[src/rtl/fir_uart_word_tx_if.sv]
// Handshake bundle between the FIR result source, this serialiser and the byte-wide UART core.
interface fir_uart_word_tx_if #(
  parameter int DATA_W = 16
);
  logic              FIR_valid;
  logic [DATA_W-1:0] FIR_data;
  logic              FIR_ready;
  logic              TxD_busy;
  logic              TxD_start;
  logic [7:0]        TxD_data;

  modport master (
    output FIR_valid, FIR_data, TxD_busy,
    input  FIR_ready, TxD_start, TxD_data
  );

  modport slave (
    input  FIR_valid, FIR_data, TxD_busy,
    output FIR_ready, TxD_start, TxD_data
  );
endinterface

[src/rtl/fir_uart_word_tx.sv]
// Buffers FIR results in a small FIFO and serialises each into bytes (optional sync header)
// for a byte-wide UART transmitter with a start/busy handshake.
module fir_uart_word_tx #(
  parameter int         DATA_W     = 16,
  parameter int         FIFO_DEPTH = 4,
  parameter bit         MSB_FIRST  = 1'b0,
  parameter bit         HEADER_EN  = 1'b0,
  parameter logic [7:0] HEADER     = 8'hA5
) (
  input  logic                        clk,
  input  logic                        rst,
  fir_uart_word_tx_if.slave           bus,
  output logic                        overflow,
  output logic                        tx_active,
  output logic [$clog2(FIFO_DEPTH):0] fifo_level
);

  localparam int NUM_BYTES = (DATA_W + 7) / 8;
  localparam int SW        = NUM_BYTES * 8;
  localparam int AW        = $clog2(FIFO_DEPTH);
  localparam int LW        = AW + 1;
  localparam int CW        = 3;

  typedef enum logic [2:0] {
    IDLE, LOAD, HDR_START, HDR_ARM, HDR_WAIT, BYTE_START, BYTE_ARM, BYTE_WAIT
  } state_t;

  logic [DATA_W-1:0] mem_q [FIFO_DEPTH];
  logic [AW-1:0]     wrPtr_q, rdPtr_q;
  logic [LW-1:0]     level_q, level_d;
  logic              ready_q, overflow_q;
  logic              wrEn, popEn;

  state_t            state_q, state_d;
  logic [SW-1:0]     shreg_q, shreg_d;
  logic [CW-1:0]     cnt_q, cnt_d;
  logic              start_q, start_d;
  logic [7:0]        data_q, data_d;

  assign wrEn  = bus.FIR_valid && ready_q;
  assign popEn = (state_q == LOAD);

  always_comb begin
    level_d = level_q + LW'(wrEn) - LW'(popEn);
  end

  // Ready is registered from the next level so it never depends combinationally on the pop.
  always_ff @(posedge clk) begin
    if (!rst) begin
      wrPtr_q    <= '0;
      rdPtr_q    <= '0;
      level_q    <= '0;
      ready_q    <= 1'b1;
      overflow_q <= 1'b0;
    end else begin
      if (wrEn) begin
        mem_q[wrPtr_q] <= bus.FIR_data;
        wrPtr_q        <= wrPtr_q + 1'b1;
      end
      if (popEn) rdPtr_q <= rdPtr_q + 1'b1;
      level_q <= level_d;
      ready_q <= (level_d != LW'(FIFO_DEPTH));
      if (bus.FIR_valid && !ready_q) overflow_q <= 1'b1;
    end
  end

  always_ff @(posedge clk) begin
    if (!rst) begin
      state_q <= IDLE;
      shreg_q <= '0;
      cnt_q   <= '0;
      start_q <= 1'b0;
      data_q  <= 8'h00;
    end else begin
      state_q <= state_d;
      shreg_q <= shreg_d;
      cnt_q   <= cnt_d;
      start_q <= start_d;
      data_q  <= data_d;
    end
  end

  // The counter runs NUM_BYTES-1 down past zero; its top bit marks the last byte as done.
  always_comb begin
    state_d = state_q;
    shreg_d = shreg_q;
    cnt_d   = cnt_q;
    start_d = 1'b0;
    data_d  = data_q;
    case (state_q)
      IDLE:       if (level_q != '0) state_d = LOAD;
      LOAD: begin
        shreg_d = SW'(mem_q[rdPtr_q]);
        cnt_d   = CW'(NUM_BYTES - 1);
        state_d = HEADER_EN ? HDR_START : BYTE_START;
      end
      HDR_START:  state_d = HDR_ARM;
      HDR_ARM:    state_d = HDR_WAIT;
      HDR_WAIT:   if (!bus.TxD_busy) state_d = BYTE_START;
      BYTE_START: state_d = BYTE_ARM;
      BYTE_ARM: begin
        shreg_d = MSB_FIRST ? (shreg_q << 8) : (shreg_q >> 8);
        cnt_d   = cnt_q - 1'b1;
        state_d = BYTE_WAIT;
      end
      BYTE_WAIT: begin
        if (!bus.TxD_busy) begin
          if (cnt_q[CW-1]) state_d = (level_q != '0) ? LOAD : IDLE;
          else             state_d = BYTE_START;
        end
      end
      default:    state_d = IDLE;
    endcase

    // Start and data are registered together with the state so the pulse lines up with *_START.
    if (state_d == HDR_START) begin
      start_d = 1'b1;
      data_d  = HEADER;
    end else if (state_d == BYTE_START) begin
      start_d = 1'b1;
      data_d  = MSB_FIRST ? shreg_d[SW-1 -: 8] : shreg_d[7:0];
    end
  end

  assign bus.FIR_ready = ready_q;
  assign bus.TxD_start = start_q;
  assign bus.TxD_data  = data_q;
  assign overflow      = overflow_q;
  assign tx_active     = (state_q != IDLE);
  assign fifo_level    = level_q;

endmodule

[src/flat_wrapper.sv]
// flat-port wrapper written by rule: the top's interface ports become plain ports
module fir_uart_word_tx_flat 
#(
  parameter int         DATA_W     = 16,
  parameter int         FIFO_DEPTH = 4,
  parameter bit         MSB_FIRST  = 1'b0,
  parameter bit         HEADER_EN  = 1'b0,
  parameter logic [7:0] HEADER     = 8'hA5
)
  (clk, rst, overflow, tx_active, fifo_level, bus_FIR_valid, bus_FIR_data, bus_TxD_busy, bus_FIR_ready, bus_TxD_start, bus_TxD_data);
  fir_uart_word_tx_if #(.DATA_W(DATA_W)) bus_i ();
  input  logic clk;
  input  logic rst;
  output logic overflow;
  output logic tx_active;
  output logic [$clog2(FIFO_DEPTH):0] fifo_level;
  input wire logic [$bits(bus_i.FIR_valid)-1:0] bus_FIR_valid;
  input wire logic [$bits(bus_i.FIR_data)-1:0] bus_FIR_data;
  input wire logic [$bits(bus_i.TxD_busy)-1:0] bus_TxD_busy;
  output wire logic [$bits(bus_i.FIR_ready)-1:0] bus_FIR_ready;
  output wire logic [$bits(bus_i.TxD_start)-1:0] bus_TxD_start;
  output wire logic [$bits(bus_i.TxD_data)-1:0] bus_TxD_data;
  assign bus_i.FIR_valid = bus_FIR_valid;
  assign bus_i.FIR_data = bus_FIR_data;
  assign bus_i.TxD_busy = bus_TxD_busy;
  assign bus_FIR_ready = bus_i.FIR_ready;
  assign bus_TxD_start = bus_i.TxD_start;
  assign bus_TxD_data = bus_i.TxD_data;
  fir_uart_word_tx #(.DATA_W(DATA_W), .FIFO_DEPTH(FIFO_DEPTH), .MSB_FIRST(MSB_FIRST), .HEADER_EN(HEADER_EN), .HEADER(HEADER)) u_core (.clk(clk), .rst(rst), .bus(bus_i), .overflow(overflow), .tx_active(tx_active), .fifo_level(fifo_level));
endmodule
[config.mk]
export PLATFORM = sky130hd
export DESIGN_NAME = fir_uart_word_tx_flat
export DESIGN_NICKNAME = d
export VERILOG_FILES = /design/src/rtl/fir_uart_word_tx_if.sv /design/src/rtl/fir_uart_word_tx.sv /design/src/flat_wrapper.sv
export SDC_FILE = /design/constraint.sdc
export NUM_CORES = 1
export LEC_CHECK = 0
export ABC_AREA = 0
export CAP_MARGIN = 20
export CELL_PAD_IN_SITES_DETAIL_PLACEMENT = 1
export CELL_PAD_IN_SITES_GLOBAL_PLACEMENT = 1
export CORE_MARGIN = 4
export CORE_UTILIZATION = 30
export DETAILED_ROUTE_END_ITERATION = 8
export GPL_TIMING_DRIVEN = 0
export PLACE_DENSITY = 0.55
export SLEW_MARGIN = 25
export SYNTH_ARGS = -nofsm -noshare
export SYNTH_HDL_FRONTEND = slang
export SYNTH_SLANG_ARGS = --single-unit
[constraint.sdc]
create_clock -name clk -period 2.9 [get_ports clk]
set_clock_uncertainty 0.1 [all_clocks]
set_input_delay 0.29 -clock clk [delete_from_list [all_inputs] [get_ports clk]]
set_output_delay 0.29 -clock clk [all_outputs]
set_load 0.01 [all_outputs]
Word-level counts from Yosys, hierarchy flattened

Memories as Yosys holds them, arrays and structs flattened. A register that Yosys moved wholly into a read port is not among the register bits.
Index checks and enable logic that the tools add are counted.

Memories: 1
Input port bits: 20
Register bits after elaboration: 40
Memory bits (writable): 64
Word-level logic and storage cells: 55

Memory list:

| name         | depth | width | read ports | clocked after memory_dff | wr ports | RTL line               | RTL |
|---|---|---|---|---|---|---|---|
| u_core.mem_q | 4     | 16    | 1          | 1                        | 1        | fir_uart_word_tx.sv:28 | `logic [DATA_W-1:0] mem_q [FIFO_DEPTH];` |

Equal/unequal tests: 10
Reductions and logical operators: 9
Add/subtract/negate cells: 5
Multiplexer cells: 17
Bitwise gates (word level): 1

Operators by type and width:

| cell                                                                  | count |
|---|---|
| 16-bit one-hot mux with 2 select lines                                | 1 |
| 3-bit one-hot mux with 8 select lines                                 | 1 |
| 8-bit 2-to-1 mux                                                      | 2 |
| 3-bit equality test, second input constant                            | 5 |
| 3-bit 2-to-1 mux                                                      | 4 |
| 3-bit by 2-bit equality test with 1-bit output, second input constant | 3 |
| 1-bit 2-to-1 mux                                                      | 6 |
| 3-bit one-hot mux with 2 select lines                                 | 1 |
| 3-bit nonzero test                                                    | 2 |
| 2-bit by 1-bit adder with 2-bit output, second input constant         | 2 |
| 2-bit 2-to-1 mux                                                      | 2 |
| 2-bit nonzero test                                                    | 2 |
| 3-bit by 1-bit adder with 3-bit output                                | 1 |
| 3-bit by 1-bit equality test with 1-bit output, second input constant | 1 |
| 3-bit logical NOT                                                     | 1 |
| 3-bit inequality test, second input constant                          | 1 |
| 3-bit by 1-bit subtractor with 3-bit output                           | 1 |
| 3-bit by 1-bit subtractor with 3-bit output, second input constant    | 1 |
| 1-bit logical AND                                                     | 2 |
| 2-bit OR reduction                                                    | 1 |
| 1-bit logical NOT                                                     | 1 |
| 1-bit inverter                                                        | 1 |

Longest topological paths before layout

Depth after elaboration: 8
Gate-level depth with buffers: 14
Mapped depth without buffers: 12

Worst setup path after synthesis

Ideal clock, no wire load.

Path kind: reg2reg
From: register u_core.state_q[1]
To: register u_core.ready_q (netlist: u_core.bus.FIR_ready)
Library setup time: 0.122 ns
Clock period less this slack: 2.508 ns
Stages on the path, launching flop included: 15
Arrival time: 2.286 ns
Slack: 0.392 ns
Path through: dfxtp_1 and2b_4 nand2_2 buf_6 inv_2 buf_6 ha_1 inv_1 ha_1 inv_1 fa_1 xnor2_1 xnor2_1 and2_1 nand3b_1

Longest elaborated chain between the ends: 3

Ends and longest elaborated chain:

| what                                           | RTL line               | RTL |
|---|---|---|
| start: declaration                             | fir_uart_word_tx.sv:34 | `state_t state_q, state_d;` |
| start signal: assignment                       | fir_uart_word_tx.sv:75 | `state_q <= state_d;` |
| 3-bit by 1-bit equality test with 1-bit output | fir_uart_word_tx.sv:41 | `assign popEn = (state_q == LOAD);` |
| 3-bit by 1-bit subtractor with 3-bit output    | fir_uart_word_tx.sv:44 | `level_d = level_q + LW'(wrEn) - LW'(popEn);` |
| 3-bit inequality test                          | fir_uart_word_tx.sv:62 | `ready_q <= (level_d != LW'(FIFO_DEPTH));` |
| end signal: assignment                         | fir_uart_word_tx.sv:62 |  |
| end: declaration                               | fir_uart_word_tx.sv:31 | `logic ready_q, overflow_q;` |

No other way between the ends.
A chain may end at the register's enable or synchronous reset.

Worst setup path after layout

From: register u_core.state_q[2]
To: register u_core.ready_q (netlist: u_core.bus.FIR_ready)

Same word-level chain as after synthesis.

==> metrics.csv <==
metric,value,unit
outcome,"complete, no violations",
die_w,128,µm
synth_xor_xnor_area_share,0.0101,
hold_viol,0,
yosysSeqAreaShare,0.636,
final_cell_mix,"edfxtp_1 (64), dfxtp_1 (41), clkdlybuf4s50_1 (34), o21ai_0 (21), a21oi_1 (21)",
cts_hold_buf,0,
clkSlewWorstSetupHoldPaths,70,ps
p_leak,1.77,nW
synth-compound-area-share,0.0890,
cts_buffer_depth,2,
drv_cap,0,
n_antenna_cell,0,
clk_latency,340,ps
yosys_register_bits,106,
synth_simple_gate_area_frac,0.108,
place.gp.congestion,0.743,
clock_power_share,0.266,
max_slew.worst_pin.slew,901,ps
pin_count,35,
fillers,1470,
synthTopCellsByArea,"edfxtp_1 (44%), dfxtp_1 (19%), mux4_1 (8.5%)",
initialDrtViolationCount,127,
p_comb_frac,0.300,
yosys_warnings,0,
overflow,0,
wl_per_cell,17.0,µm
cts_buffers,9,
relSlewSlack,0.399,
whs,378,ps
cts_root_buf,clkbuf_16,
vias,2596,
p_int,3.16,mW
first_global_vias,2759,
pwr-share-seq,0.434,
startpoint_type,flop,
synth_top_family_by_area,simple AND/OR/NAND/NOR gates,
rows,43,
coreArea,14000,µm²
clock_sinks,106,
yosysTopAreaCell,edfxtp_1,
setup_viol,0,
final_area,5210,µm²
drc,0,
placed_area,4910,µm²
antenna_found_initial,0,
ys_types,42,
wirelength,9210,µm
dr.pass1.iters,4,
finalCritPeriodShare,0.920,
antenna_left,0,
endpoint_kind,flop,
rsz0062_at_grt,false,
max_clock_freq,375,MHz
worst_ep_required_time,3030,ps
path_max_fanout,10,
cp.arrival,2800,ps
grt_start_max_net_pins,18,
htreeDepth,3,
switchingPower,1.39,mW
die-area,16500,µm²
swShare,0.305,
synthToLayoutAreaGrowth,20.0,%
die_y,128,µm
vdd_ir_drop_max,0.000316,V
synthesis.area,4340,µm²
path_class,reg2reg,
cts_tree,yes,
setup-tns-final,0,ps
netlist_instances,312,
hpwl,6320,µm
grt_usage,0.122,
via_per_inst,4.78,
yosys.area_share.adder,0.0248,
slew_viol_final,0,
synth.area.mux_share,0.0951,
power,4.55,mW
p_per_area,873,nW/µm²
hold_path_class,reg2reg,
min_period,2670,ps
drive_gt1_frac,0.0909,
synth_top_cell_area_share,0.443,
start_util,0.309,
layout.cells.most_common,edfxtp_1,
nets,386,
syn_area_per_cell,13.9,µm²
grt_pass1_wl,15200,µm
synth_nets,340,
portBuffers,34,
## sequential cells by signal, summed over array words and instances (netlist names), named ones only
signal                flops
u_core.bus.TxD_data       8
u_core.bus.TxD_start      1
u_core.bus.FIR_ready      1
u_core.overflow           1
u_core.wrPtr_q            2
u_core.fifo_level         3
u_core.cnt_q              3
u_core.rdPtr_q            2
u_core.mem_q             64
u_core.shreg_q           16
u_core.state_q            3
## layout make-up
| cell class | count | area, µm² | share of cell area |
|---|---|---|---|
| sequential | 106 | 2760 | 0.530 |
| multi-input combinational | 176 | 1420 | 0.273 |
| timing repair buffer | 35 | 348 | 0.0667 |
| clock buffer | 9 | 225 | 0.0432 |
| tap | 180 | 225 | 0.0432 |
| buffer | 19 | 118 | 0.0226 |
| clock inverter | 7 | 68.8 | 0.0132 |
| inverter | 11 | 41.3 | 0.00792 |
## per-layer routing
metal,routed length (µm),track usage,part of all wire
met1,4340,0.161,0.47
met2,4450,0.197,0.48
met3,218,0.0204,0.024
met4,204,0.0562,0.022
met5,0,0,0
## path summary, 6_finish.rpt
path / start / end / slack [ps] / cells after the start
max reg2reg: u_core.state_q[2] / u_core.bus.FIR_ready / 230 / 14
min reg2reg: u_core.overflow / u_core.overflow / 380 / 1
max: u_core.state_q[2] / u_core.bus.FIR_ready / 230 / 14
min: u_core.overflow / u_core.overflow / 380 / 1
## metrics by stage
step | instances | util | worst slack (ps)
floorplan | 312 | - | 392
global placement | 526 | 0.350 | 132
detailed placement | 526 | 0.350 | 152
CTS | 542 | 0.370 | 92.1
global route | 543 | 0.371 | 10.5
finish | 543 | 0.371 | 232
## worst max-delay path: stages (launching register included)
cell      delay (ps)
dfxtp_1          440
inv_1            160
nand2_2          100
buf_6            140
inv_2             50
buf_6            140
ha_1             270
inv_1             60
ha_1             130
inv_1             50
fa_1             380
xnor2_1          190
xnor2_1          130
and2_1           150
nand3b_1          70
## power groups by stage
stage	Sequential, mW	Combinational [mW]	Clock, mW
floorplan	1.98	0.937	0
global placement	2.00	1.36	0
detailed placement	2.00	1.38	0
CTS	1.98	1.39	1.24
global route	2.01	1.54	1.32
finish	1.97	1.37	1.21
## cell usage after synthesis (all sizes together)
library cell	n
edfxtp	64
and3	3
and2	18
o21a	1
mux4	16
nand4bb	4
nor3	11
xor2	1
nor2	12
or3	1
fa	1
a211oi	1
o31a	1
clkbuf	10
buf	9
or2	1
dfxtp	42
a21oi	21
and3b	1
nand2	16
nand2b	2
xnor2	4
o21ai	29
or4bb	4
nand3b	1
a22o	8
a31oi	1
ha	7
a221o	1
and2b	1
a21boi	3
nand3	2
nor2b	4
inv	11
## cell families (layout without fill, tap and decap cells)
logic type / Yosys count / after routing
AND/OR/NAND/NOR: 81 / 81
AO/OA/AOI/OAI: 66 / 66
flip-flops: 106 / 106
buffers and inverters: 30 / 81
adder cells (fa/ha/maj): 8 / 8
XOR/XNOR: 5 / 5
multiplexers: 16 / 16
## what timing repair did
item                                    4_1_cts  5_1_grt
setup buffers                                 0        1
resized for setup                             0        1
endpoints found under the setup margin        0        1
Power figures use the tool's default switching activity.
